--- src/rtl/hangman_pkg.sv ---
// Shared keypad definitions for the hangman input stage: key indices, ASCII
// constants, scan FSM states and multi-tap group lookups.
package hangman_pkg;

  // Key index is {row, col} with R0/C0 as index 0.
  typedef enum logic [3:0] {
    KEY_1    = 4'd0,
    KEY_2    = 4'd1,
    KEY_3    = 4'd2,
    KEY_A    = 4'd3,
    KEY_4    = 4'd4,
    KEY_5    = 4'd5,
    KEY_6    = 4'd6,
    KEY_B    = 4'd7,
    KEY_7    = 4'd8,
    KEY_8    = 4'd9,
    KEY_9    = 4'd10,
    KEY_C    = 4'd11,
    KEY_STAR = 4'd12,
    KEY_0    = 4'd13,
    KEY_HASH = 4'd14,
    KEY_D    = 4'd15
  } key_e;

  typedef enum logic [1:0] {SCAN, DEB_PRESS, PRESSED, DEB_REL} scan_state_e;

  localparam logic [7:0] ASCII_SPACE = 8'h20;
  localparam logic [7:0] ASCII_A     = 8'h41;
  localparam logic [7:0] ASCII_0     = 8'h30;

  localparam key_e KEY_SUBMIT = KEY_STAR;
  localparam key_e KEY_WORD   = KEY_0;
  localparam key_e KEY_CLEAR  = KEY_HASH;

  function automatic logic [7:0] group_base(input key_e key);
    case (key)
      KEY_2:   return ASCII_A;
      KEY_3:   return ASCII_A + 8'd3;
      KEY_4:   return ASCII_A + 8'd6;
      KEY_5:   return ASCII_A + 8'd9;
      KEY_6:   return ASCII_A + 8'd12;
      KEY_7:   return ASCII_A + 8'd15;
      KEY_8:   return ASCII_A + 8'd19;
      KEY_9:   return ASCII_A + 8'd22;
      default: return 8'h00;
    endcase
  endfunction

  function automatic logic [2:0] group_size(input key_e key);
    case (key)
      KEY_2, KEY_3, KEY_4, KEY_5, KEY_6, KEY_8: return 3'd3;
      KEY_7, KEY_9:                             return 3'd4;
      default:                                  return 3'd0;
    endcase
  endfunction

  function automatic logic [7:0] key_digit(input key_e key);
    case (key)
      KEY_1:   return ASCII_0 + 8'd1;
      KEY_2:   return ASCII_0 + 8'd2;
      KEY_3:   return ASCII_0 + 8'd3;
      KEY_4:   return ASCII_0 + 8'd4;
      KEY_5:   return ASCII_0 + 8'd5;
      KEY_6:   return ASCII_0 + 8'd6;
      KEY_7:   return ASCII_0 + 8'd7;
      KEY_8:   return ASCII_0 + 8'd8;
      KEY_9:   return ASCII_0 + 8'd9;
      KEY_0:   return ASCII_0;
      default: return 8'h00;
    endcase
  endfunction

  // Bit3 of a row/column vector is line 0.
  function automatic logic [1:0] onehot_idx(input logic [3:0] v);
    case (v)
      4'b0100: return 2'd1;
      4'b0010: return 2'd2;
      4'b0001: return 2'd3;
      default: return 2'd0;
    endcase
  endfunction

endpackage

--- src/rtl/keypad_debounce.sv ---
// Row synchroniser plus consecutive-sample counter; flags the sample on which a
// one-hot pattern (press) or an all-zero pattern (release) becomes stable.
module keypad_debounce
  import hangman_pkg::*;
#(
  parameter int DEBOUNCE_CYCLES = 2
) (
  input  logic       clk,
  input  logic       rst,
  input  logic [3:0] i_row_raw,
  input  logic       i_sample_en,
  output logic [3:0] o_row,
  output logic       o_onehot,
  output logic       o_same,
  output logic       o_press,
  output logic       o_release
);
  localparam int CW = $clog2(DEBOUNCE_CYCLES + 1);
  localparam logic [CW-1:0] CNT_MAX = CW'(DEBOUNCE_CYCLES);

  logic [3:0]    r_sync1, r_sync2, r_pat;
  logic [CW-1:0] r_cnt;
  logic [CW-1:0] w_cnt_next;
  logic          w_hit;

  always_ff @(posedge clk) begin
    if (rst) begin
      r_sync1 <= 4'd0;
      r_sync2 <= 4'd0;
      r_pat   <= 4'd0;
      r_cnt   <= '0;
    end else begin
      r_sync1 <= i_row_raw;
      r_sync2 <= r_sync1;
      // Samples are meaningless while disabled, so the run length restarts.
      if (!i_sample_en) begin
        r_pat <= 4'd0;
        r_cnt <= '0;
      end else begin
        r_pat <= r_sync2;
        r_cnt <= w_cnt_next;
      end
    end
  end

  assign o_row      = r_sync2;
  assign o_onehot   = (r_sync2 != 4'd0) && ((r_sync2 & (r_sync2 - 4'd1)) == 4'd0);
  assign o_same     = (r_sync2 == r_pat) && (r_cnt != '0);
  assign w_cnt_next = !o_same ? CW'(1) : (r_cnt == CNT_MAX) ? CNT_MAX : r_cnt + 1'b1;
  assign w_hit      = i_sample_en && (w_cnt_next == CNT_MAX) && !(o_same && r_cnt == CNT_MAX);
  assign o_press    = w_hit && o_onehot;
  assign o_release  = w_hit && (r_sync2 == 4'd0);

endmodule

--- src/rtl/keypad_multitap_encoder.sv ---
// Keypad column scanner with phone-style multi-tap letter composition.
// Define KEYPAD_DIGIT_TAP_EN to append each key's digit as a final tap position.
module keypad_multitap_encoder
  import hangman_pkg::*;
#(
  parameter int SCAN_DIV           = 4,
  parameter int DEBOUNCE_CYCLES    = 2,
  parameter int TAP_TIMEOUT_CYCLES = 100
) (
  input  logic       clk,
  input  logic       rst,
  input  logic [3:0] row_in,
  output logic [3:0] col_out,
  output logic [7:0] pending_char,
  output logic       pending_valid,
  output logic [7:0] letter_char,
  output logic       letter_strobe,
  output logic       clear_strobe,
  output logic       word_strobe
);
  localparam int DIV_W = $clog2(SCAN_DIV + 1);
  localparam logic [DIV_W-1:0] DIV_LAST = DIV_W'(SCAN_DIV - 1);
  // The first two row samples after a column change still reflect the old column.
  localparam logic [DIV_W-1:0] DIV_SETTLE = DIV_W'(2);
  localparam int TAP_W = $clog2(TAP_TIMEOUT_CYCLES + 1);
  localparam logic [TAP_W-1:0] TAP_MAX = TAP_W'(TAP_TIMEOUT_CYCLES);

  scan_state_e      r_state;
  logic [DIV_W-1:0] r_div;
  logic [3:0]       r_col;
  logic [TAP_W-1:0] r_tap_cnt;
  logic             r_tap_run;
  logic             r_pend_valid;
  logic [7:0]       r_pend_char, r_letter_char;
  key_e             r_last_key;
  logic [2:0]       r_tap_idx;
  logic             r_letter_strobe, r_clear_strobe, r_word_strobe;

  logic [3:0] w_row;
  logic       w_onehot, w_same, w_press, w_release;
  logic       w_sample_en, w_key_evt, w_rel_evt, w_same_group;
  key_e       w_key;
  logic [2:0] w_letters, w_size, w_idx_next;
  logic [7:0] w_tap_char;

  keypad_debounce #(.DEBOUNCE_CYCLES(DEBOUNCE_CYCLES)) u_debounce (
    .clk        (clk),
    .rst        (rst),
    .i_row_raw  (row_in),
    .i_sample_en(w_sample_en),
    .o_row      (w_row),
    .o_onehot   (w_onehot),
    .o_same     (w_same),
    .o_press    (w_press),
    .o_release  (w_release)
  );

  assign w_sample_en = (r_state != SCAN) || (r_div >= DIV_SETTLE);
  assign w_key_evt   = w_press && (r_state == SCAN || r_state == DEB_PRESS);
  assign w_rel_evt   = w_release && (r_state == PRESSED || r_state == DEB_REL);
  assign w_key       = key_e'({onehot_idx(w_row), onehot_idx(r_col)});

  always_ff @(posedge clk) begin
    if (rst) begin
      r_state <= SCAN;
      r_div   <= '0;
      r_col   <= 4'b1000;
    end else begin
      case (r_state)
        SCAN: begin
          if (w_sample_en && w_onehot) begin
            r_state <= w_press ? PRESSED : DEB_PRESS;
          end else if (r_div == DIV_LAST) begin
            r_div <= '0;
            r_col <= {r_col[0], r_col[3:1]};
          end else begin
            r_div <= r_div + 1'b1;
          end
        end
        DEB_PRESS: begin
          if (w_press) begin
            r_state <= PRESSED;
          end else if (!w_same) begin
            r_state <= SCAN;
            r_div   <= '0;
          end
        end
        PRESSED: begin
          if (w_row == 4'd0) begin
            if (w_release) begin
              r_state <= SCAN;
              r_div   <= '0;
            end else begin
              r_state <= DEB_REL;
            end
          end
        end
        DEB_REL: begin
          if (w_row != 4'd0) begin
            r_state <= PRESSED;
          end else if (w_release) begin
            r_state <= SCAN;
            r_div   <= '0;
          end
        end
        default: r_state <= SCAN;
      endcase
    end
  end

  always_comb begin
    w_letters = group_size(w_key);
`ifdef KEYPAD_DIGIT_TAP_EN
    w_size = (key_digit(w_key) != 8'h00 && w_key != KEY_WORD) ? w_letters + 3'd1 : 3'd0;
`else
    w_size = w_letters;
`endif
    w_same_group = r_pend_valid && (w_key == r_last_key) && (r_tap_cnt != TAP_MAX);
    if (!w_same_group || r_tap_idx == w_size - 3'd1) begin
      w_idx_next = 3'd0;
    end else begin
      w_idx_next = r_tap_idx + 3'd1;
    end
`ifdef KEYPAD_DIGIT_TAP_EN
    w_tap_char = (w_idx_next == w_letters) ? key_digit(w_key)
                                           : group_base(w_key) + {5'd0, w_idx_next};
`else
    w_tap_char = group_base(w_key) + {5'd0, w_idx_next};
`endif
  end

  always_ff @(posedge clk) begin
    if (rst) begin
      r_tap_cnt       <= '0;
      r_tap_run       <= 1'b0;
      r_pend_valid    <= 1'b0;
      r_pend_char     <= ASCII_SPACE;
      r_last_key      <= KEY_1;
      r_tap_idx       <= 3'd0;
      r_letter_char   <= 8'h00;
      r_letter_strobe <= 1'b0;
      r_clear_strobe  <= 1'b0;
      r_word_strobe   <= 1'b0;
    end else begin
      r_letter_strobe <= 1'b0;
      r_clear_strobe  <= 1'b0;
      r_word_strobe   <= 1'b0;
      // The tap timer only runs between a release and the next key event.
      if (w_key_evt) begin
        r_tap_cnt <= '0;
        r_tap_run <= 1'b0;
      end else if (w_rel_evt) begin
        r_tap_run <= 1'b1;
      end else if (r_tap_run && r_tap_cnt != TAP_MAX) begin
        r_tap_cnt <= r_tap_cnt + 1'b1;
      end
      if (w_key_evt) begin
        if (w_key == KEY_SUBMIT) begin
          if (r_pend_valid) begin
            r_letter_char   <= r_pend_char;
            r_letter_strobe <= 1'b1;
          end
          r_pend_valid <= 1'b0;
          r_pend_char  <= ASCII_SPACE;
        end else if (w_key == KEY_CLEAR) begin
          r_pend_valid   <= 1'b0;
          r_pend_char    <= ASCII_SPACE;
          r_clear_strobe <= 1'b1;
        end else if (w_key == KEY_WORD) begin
          r_word_strobe <= 1'b1;
        end else if (w_size != 3'd0) begin
          r_pend_valid <= 1'b1;
          r_pend_char  <= w_tap_char;
          r_last_key   <= w_key;
          r_tap_idx    <= w_idx_next;
        end
      end
    end
  end

  assign col_out       = r_col;
  assign pending_char  = r_pend_char;
  assign pending_valid = r_pend_valid;
  assign letter_char   = r_letter_char;
  assign letter_strobe = r_letter_strobe;
  assign clear_strobe  = r_clear_strobe;
  assign word_strobe   = r_word_strobe;

endmodule

--- config.mk ---
export PLATFORM = sky130hd
export DESIGN_NAME = keypad_multitap_encoder
export DESIGN_NICKNAME = d
export VERILOG_FILES = /design/src/rtl/hangman_pkg.sv /design/src/rtl/keypad_debounce.sv /design/src/rtl/keypad_multitap_encoder.sv
export SDC_FILE = /design/constraint.sdc
export NUM_CORES = 1
export LEC_CHECK = 0
export BUFFER_PORTS_ARGS = -buffer_cell sky130_fd_sc_hd__buf_2
export CAP_MARGIN = 40
export CORE_ASPECT_RATIO = 0.8
export CORE_MARGIN = 5
export CORE_UTILIZATION = 55
export DETAILED_ROUTE_END_ITERATION = 7
export GPL_TIMING_DRIVEN = 0
export HOLD_SLACK_MARGIN = 0.06
export PLACE_DENSITY = 0.85
export RECOVER_POWER = 25
export SLEW_MARGIN = 20
export SYNTH_ARGS = -nofsm -noshare
export SYNTH_HDL_FRONTEND = slang
export SYNTH_SLANG_ARGS = --single-unit
--- constraint.sdc ---
create_clock -name clk -period 11.5 [get_ports clk]
set_input_delay 1.725 -clock clk [delete_from_list [all_inputs] [get_ports clk]]
set_output_delay 1.725 -clock clk [all_outputs]
set_load 0.01 [all_outputs]
### Word level (Yosys, flattened, before mapping)

Memories as Yosys holds them, arrays and structs flattened.
Cells that the tools add are included.

| cells by class | value |
|---|---|
| bitwise gates (word level) | 8 |
| $add $sub $neg | 7 |
| $lt $le $gt $ge | 1 |
| mux-type cells | 33 |
| reductions and logical operators | 39 |
| equality and inequality tests | 28 |

Operators by type and width:

| kind | number |
|---|---|
| $mux 8 | 4 |
| $mux 3 | 8 |
| $mux 2 | 10 |
| $logic_and 1x1->1 | 13 |
| $eq 4x4->1 const B | 3 |
| $pmux 2 s3 | 2 |
| $pmux 3 s4 | 1 |
| $reduce_and 5->1 | 2 |
| $reduce_and 3->1 | 3 |
| $add 8x3->8 | 1 |
| $eq 2x2->1 const B | 4 |
| $eq 4x1->1 const B | 2 |
| $eq 4x2->1 const B | 2 |
| $eq 4x3->1 const B | 2 |
| $eq 4x4->1 | 2 |
| $logic_not 4->1 | 2 |
| $ne 2x2->1 const B | 4 |
| $pmux 2 s4 | 1 |
| $add 7x1->7 const B | 1 |
| $mux 1 | 7 |
| $ne 7x7->1 const B | 1 |
| $not 1->1 | 7 |
| $add 3x1->3 const B | 2 |
| $ne 3x3->1 const B | 2 |
| other kinds (21) | 30 |

| storage, ports and cells | value |
|---|---|
| bits of input ports | 6 |
| flip-flop bits (word level) | 58 |
| word-level logic and storage cells | 135 |
| output and inout port bits | 24 |
| memories kept | 2 |
| memory bits (read-only) | 144 |

Memories:

| memory | words | bits a word | rd ports | clocked after memory_dff | write ports | line | text |
|---|---|---|---|---|---|---|---|
| (name not given) | 16 | 6 | 1 | 0 | 0 | hangman_pkg.sv:36 | `case (key)` |
| (name not given) | 16 | 3 | 1 | 0 | 0 | hangman_pkg.sv:50 | `case (key)` |

### Longest topological paths before layout

| depth | value |
|---|---|
| word-level depth | 13 |
| mapped depth | 18 |
| mapped depth without buffers | 18 |

### Hierarchy

From an unflattened synthesis, not the netlist that was laid out.

| second synthesis, totals | value |
|---|---|
| cell total of the unflattened synthesis | 322 |
| area total of the unflattened synthesis | 2914.0 um2 |

Modules (own cells, without submodules):

| module | times used | area each (um2) | sequential area each (um2) | cells each |
|---|---|---|---|---|
| keypad_multitap_encoder | 1 | 2366.0 | 840.8 | 271 |
| keypad_debounce | 1 | 548.0 | 280.3 | 51 |

### Least setup slack after synthesis

OpenSTA, ideal clock, no wires.

| path | value |
|---|---|
| path type | reg2reg |
| start | reg r_col[0], in the netlist col_out[0] |
| end | reg r_pend_char[4], in the netlist pending_char[4] |
| buffers on the path | 0 |
| data required time | 11.368 ns |
| library setup time | 0.132 ns |
| slack | 7.607 ns |
| clock period less this slack | 3.893 ns |
| arrival time | 3.761 ns |
| cell stages (with the launch flop) | 19 |
| cells stage by stage | dfxtp_1 > xnor2_1 > nor3_1 > inv_1 > ha_1 > inv_1 > a221oi_1 > a211oi_1 > ha_1 > xor2_1 > nand2_1 > o21ai_1 > nor2_1 > ha_1 > fa_1 > a21oi_1 > nor3_1 > o21ai_0 > a21oi_1 |

| on the way | value |
|---|---|
| cells in the longest elaborated chain, start to end | 13 |
| elaborated cells on any way between the ends | 26 |
| those cells by class | 2 x add/sub; 9 x eq/ne; 6 x mux; 7 x reduce/logical; 2 x memory |

RTL lines:

| element | line | text |
|---|---|---|
| from (decl) | keypad_multitap_encoder.sv:30 | `logic [3:0] r_col;` |
| from (signal assigned) | keypad_multitap_encoder.sv:75 | `r_col <= {r_col[0], r_col[3:1]};` |
| $eq 4x1->1 (tied with other cells) | hangman_pkg.sv:75 | `case (v)` |
| $pmux 2 s3 (*) | hangman_pkg.sv:75 |  |
| via w_key[0] | keypad_multitap_encoder.sv:42 | `key_e w_key;` |
| branches (longest 4 deep; another with $mem_v2 16x3) | - |  |
| $logic_or 1x1->1 (*) | keypad_multitap_encoder.sv:119 | `if (!w_same_group \|\| r_tap_idx == w_size - 3'd1) begin` |
| $mux 3 (*) | keypad_multitap_encoder.sv:119 |  |
| via w_idx_next[0] | keypad_multitap_encoder.sv:43 | `logic [2:0] w_letters, w_size, w_idx_next;` |
| $add 8x3->8 (*) | keypad_multitap_encoder.sv:128 | `w_tap_char = group_base(w_key) + {5'd0, w_idx_next};` |
| $mux 8 (*) | keypad_multitap_encoder.sv:171 | `end else if (w_size != 3'd0) begin` |
| $mux 8 (*) | keypad_multitap_encoder.sv:169 | `end else if (w_key == KEY_WORD) begin` |
| $mux 8 (*) | keypad_multitap_encoder.sv:165 | `end else if (w_key == KEY_CLEAR) begin` |
| $mux 8 (*) | keypad_multitap_encoder.sv:158 | `if (w_key == KEY_SUBMIT) begin` |
| to (signal assigned) | keypad_multitap_encoder.sv:173 | `r_pend_char <= w_tap_char;` |
| to (decl) | keypad_multitap_encoder.sv:34 | `logic [7:0] r_pend_char, r_letter_char;` |

Mark *: on every way through the listed nets, which the timed path passes. The select of a mux whose other input is x is not followed.
A chain may end at the register's enable or synchronous reset.

### Worst setup path in the final report

Same ends and word-level chain as after synthesis.

==> results.json <==
{
  "overflow": 0,
  "maxSlewHeadroom": 0.4220,
  "synth-seq-cells": 56,
  "fmax_mhz": 218.2,
  "insertion_delay_ps": 310,
  "cts_tree": "done",
  "drv_slew": 0,
  "hold_class": "register to register",
  "dpl_worst_slack_ps": 7024,
  "cts_buffers": 5,
  "cellPowerDensity_nw_per_um2": 141.0,
  "synth_cells": 322,
  "cts_resized": 0,
  "p_leak_nw": 1.343,
  "fin_cells": 419,
  "n_fill_cell": 435,
  "post-dp-hpwl_um": 4496,
  "grt_pass1_vias": 2226,
  "area.sequential_sq_um": 1121,
  "finalClockSkew_ps": 2.946,
  "grt_pass1_wl_um": 10260,
  "grt_max_degree": 18,
  "syn_avg_cell_area_sq_um": 8.817,
  "multi_input_area_sq_um": 1583,
  "setup-tns-final_ps": 0,
  "grtUsageTotal": 0.1884,
  "num_rows": 23,
  "synth.distinct_cells": 50,
  "seq_area_frac_synth": 0.3949,
  "ys_warn_count": 0,
  "wirelength_um": 6186,
  "die_w_um": 90.33,
  "rsz0062_at_grt": "no",
  "firstDrtPassIters": 4,
  "peakVddDrop_mv": 0.09406,
  "total_power_w": 0.0004503,
  "synthArstFlopShare": 0,
  "cts_buffer_depth": 2,
  "antenna_found_initial": 0,
  "core-area_sq_um": 5007,
  "status": "complete, no violations",
  "vias": 2308,
  "fp.dieH_um": 74.26,
  "synth_area_sq_um": 2839,
  "synth_edf_count": 0,
  "drive_above_1_share": 0.1148,
  "fin_crit_ps": 4583,
  "start_util": 0.5670,
  "ys.flop_type": "dfxtp_1",
  "routed_via_density": 5.508,
  "tightest_slew_ps": 860.4,
  "setup_ws_ps": 6917,
  "io_buffers": 26,
  "nNetsFinal": 378,
  "crit_type": "register to register",
  "wire_per_inst_um": 14.76,
  "arrival_ps": 4770,
  "critPathMaxFanout": 7,
  "area_delta_synth_final_pct": 12.47,
  "clock-root-buffer": "clkbuf_8",
  "hold_buffers": 0,
  "crit_path_end_kind": "register",
  "drc": 0,
  "clk_pin_slew_worst_paths_ps": 90,
  "final_common_cell": "dfxtp_1",
  "max_cap_violations": 0,
  "setup_viol_count_final": 0,
  "startpoint_type": "register",
  "postRouteAntennaNets": 0,
  "layout_common_cells": "dfxtp_1 (56), nor2_1 (48), buf_2 (25)",
  "numClockSinks": 56,
  "cts_setup_buffers": 0,
  "antennaDiodeCount": 0,
  "htree_levels": 2,
  "die_area_sq_um": 6708,
  "hold_viol": 0,
  "num_io_pins": 30,
  "initialDrtViolationCount": 244,
  "required_ps": 11680,
  "min_period_over_period": 0.3986,
  "place_congestion": 0.9260,
  "dp.cells": 411
}
==> registers in the layout, summed over array words and instances, names as in the netlist <==
register / count
letter_strobe: 1
col_out: 4
word_strobe: 1
pending_char: 7
r_state: 2
u_debounce.o_row: 4
r_tap_idx: 3
letter_char: 7
u_debounce.r_cnt: 2
r_tap_run: 1
r_div: 3
pending_valid: 1
clear_strobe: 1
r_tap_cnt: 7
u_debounce.r_pat: 4
u_debounce.r_sync1: 4
r_last_key: 4
==> power by group <==
group / switching [W] / total [W] / internal (W)
combinational: 0.0000405 / 0.0000686 / 0.0000281
clock: 0.0000627 / 0.000171 / 0.000109
sequential: 0.00000687 / 0.000210 / 0.000203
total: 0.000110 / 0.000450 / 0.000340
==> synth_stat cells (all sizes together) (4+ instances only) <==
| cell type | count | area [sq um] |
|---|---|---|
| mux2i | 16 | 160.2 |
| xor2 | 9 | 78.83 |
| nor4b | 4 | 41.29 |
| and3 | 5 | 31.28 |
| inv | 15 | 56.30 |
| nor4 | 4 | 31.28 |
| buf | 9 | 50.04 |
| dfxtp | 56 | 1121 |
| a21oi | 11 | 55.05 |
| xnor2 | 14 | 122.6 |
| nor2b | 9 | 56.30 |
| nor2 | 48 | 180.2 |
| nand3 | 4 | 20.02 |
| nor3b | 5 | 37.54 |
| or3 | 4 | 25.02 |
| o21ai | 7 | 35.03 |
| and2 | 6 | 37.54 |
| a22oi | 6 | 45.04 |
| nand2 | 21 | 78.83 |
| o22ai | 4 | 25.02 |
| ha | 15 | 187.7 |
| clkbuf | 7 | 26.28 |
| nor3 | 9 | 56.31 |
==> area by class of cell <==
cell class / instances / share of cell area
flip-flops and latches: 56 / 0.3511
well taps: 62 / 0.02429
clock inverters: 3 / 0.02821
multi-input cells: 236 / 0.4957
inverters: 15 / 0.01763
clock buffers: 5 / 0.02155
repair buffers: 26 / 0.03762
plain buffers: 16 / 0.02390
==> worst max-delay path, cell delays in order (launching register included) <==
cell      delay, ps
dfxtp_1         440
xnor2_1         100
nor3_1          670
inv_1           190
ha_1            380
inv_1           130
a221oi_1         60
a211oi_1        400
ha_1            330
xor2_1          140
nand2_1          90
o21ai_1         320
nor2_1          100
ha_1            230
fa_1            400
a21oi_1         150
nor3_1           60
o21ai_0         160
a21oi_1          90
==> per-stage QoR <==
step / hold WS [ps] / area (sq um) / util
floorplan: 413.8 / 2843 / -
global placement: 425.8 / 3050 / 0.6092
detailed placement: 425.6 / 3050 / 0.6092
CTS: 447.7 / 3209 / 0.6409
global route: 469.2 / 3193 / 0.6377
finish: 445.0 / 3193 / 0.6377
==> metal layers <==
layer | up-vias | share of wire | global-route usage
li1 | 1165 | - | -
met1 | 1065 | 0.47 | 0.2428
met2 | 61 | 0.45 | 0.3141
met3 | 17 | 0.052 | 0.03640
met4 | 0 | 0.020 | 0.08099
met5 | - | 0 | 0
==> cells by family (layout without fill, tap and decap cells) <==
family / count (synthesis) / in the layout / share of synthesized area
buffers and inverters: 31 / 65 / 0.04671
XOR/XNOR: 23 / 23 / 0.07096
adder cells (fa/ha/maj): 16 / 16 / 0.07316
AO/OA/AOI/OAI: 42 / 42 / 0.09872
flip-flops: 56 / 56 / 0.3949
AND/OR/NAND/NOR: 137 / 137 / 0.2578
multiplexers: 16 / 16 / 0.05641
other: 1 / 2 / 0.001321
==> path summary, 6_finish.rpt <==
kind,start,endpoint,slack (ps),depth (start not counted)
hold reg to reg,u_debounce.r_sync1[1],u_debounce.o_row[1],440,1
setup / recovery,col_out[0],pending_char[4],6920,18
hold / removal,u_debounce.r_sync1[1],u_debounce.o_row[1],440,1
setup reg to reg,col_out[0],pending_char[4],6920,18
Note: power is estimated with default switching activity, not from simulation.
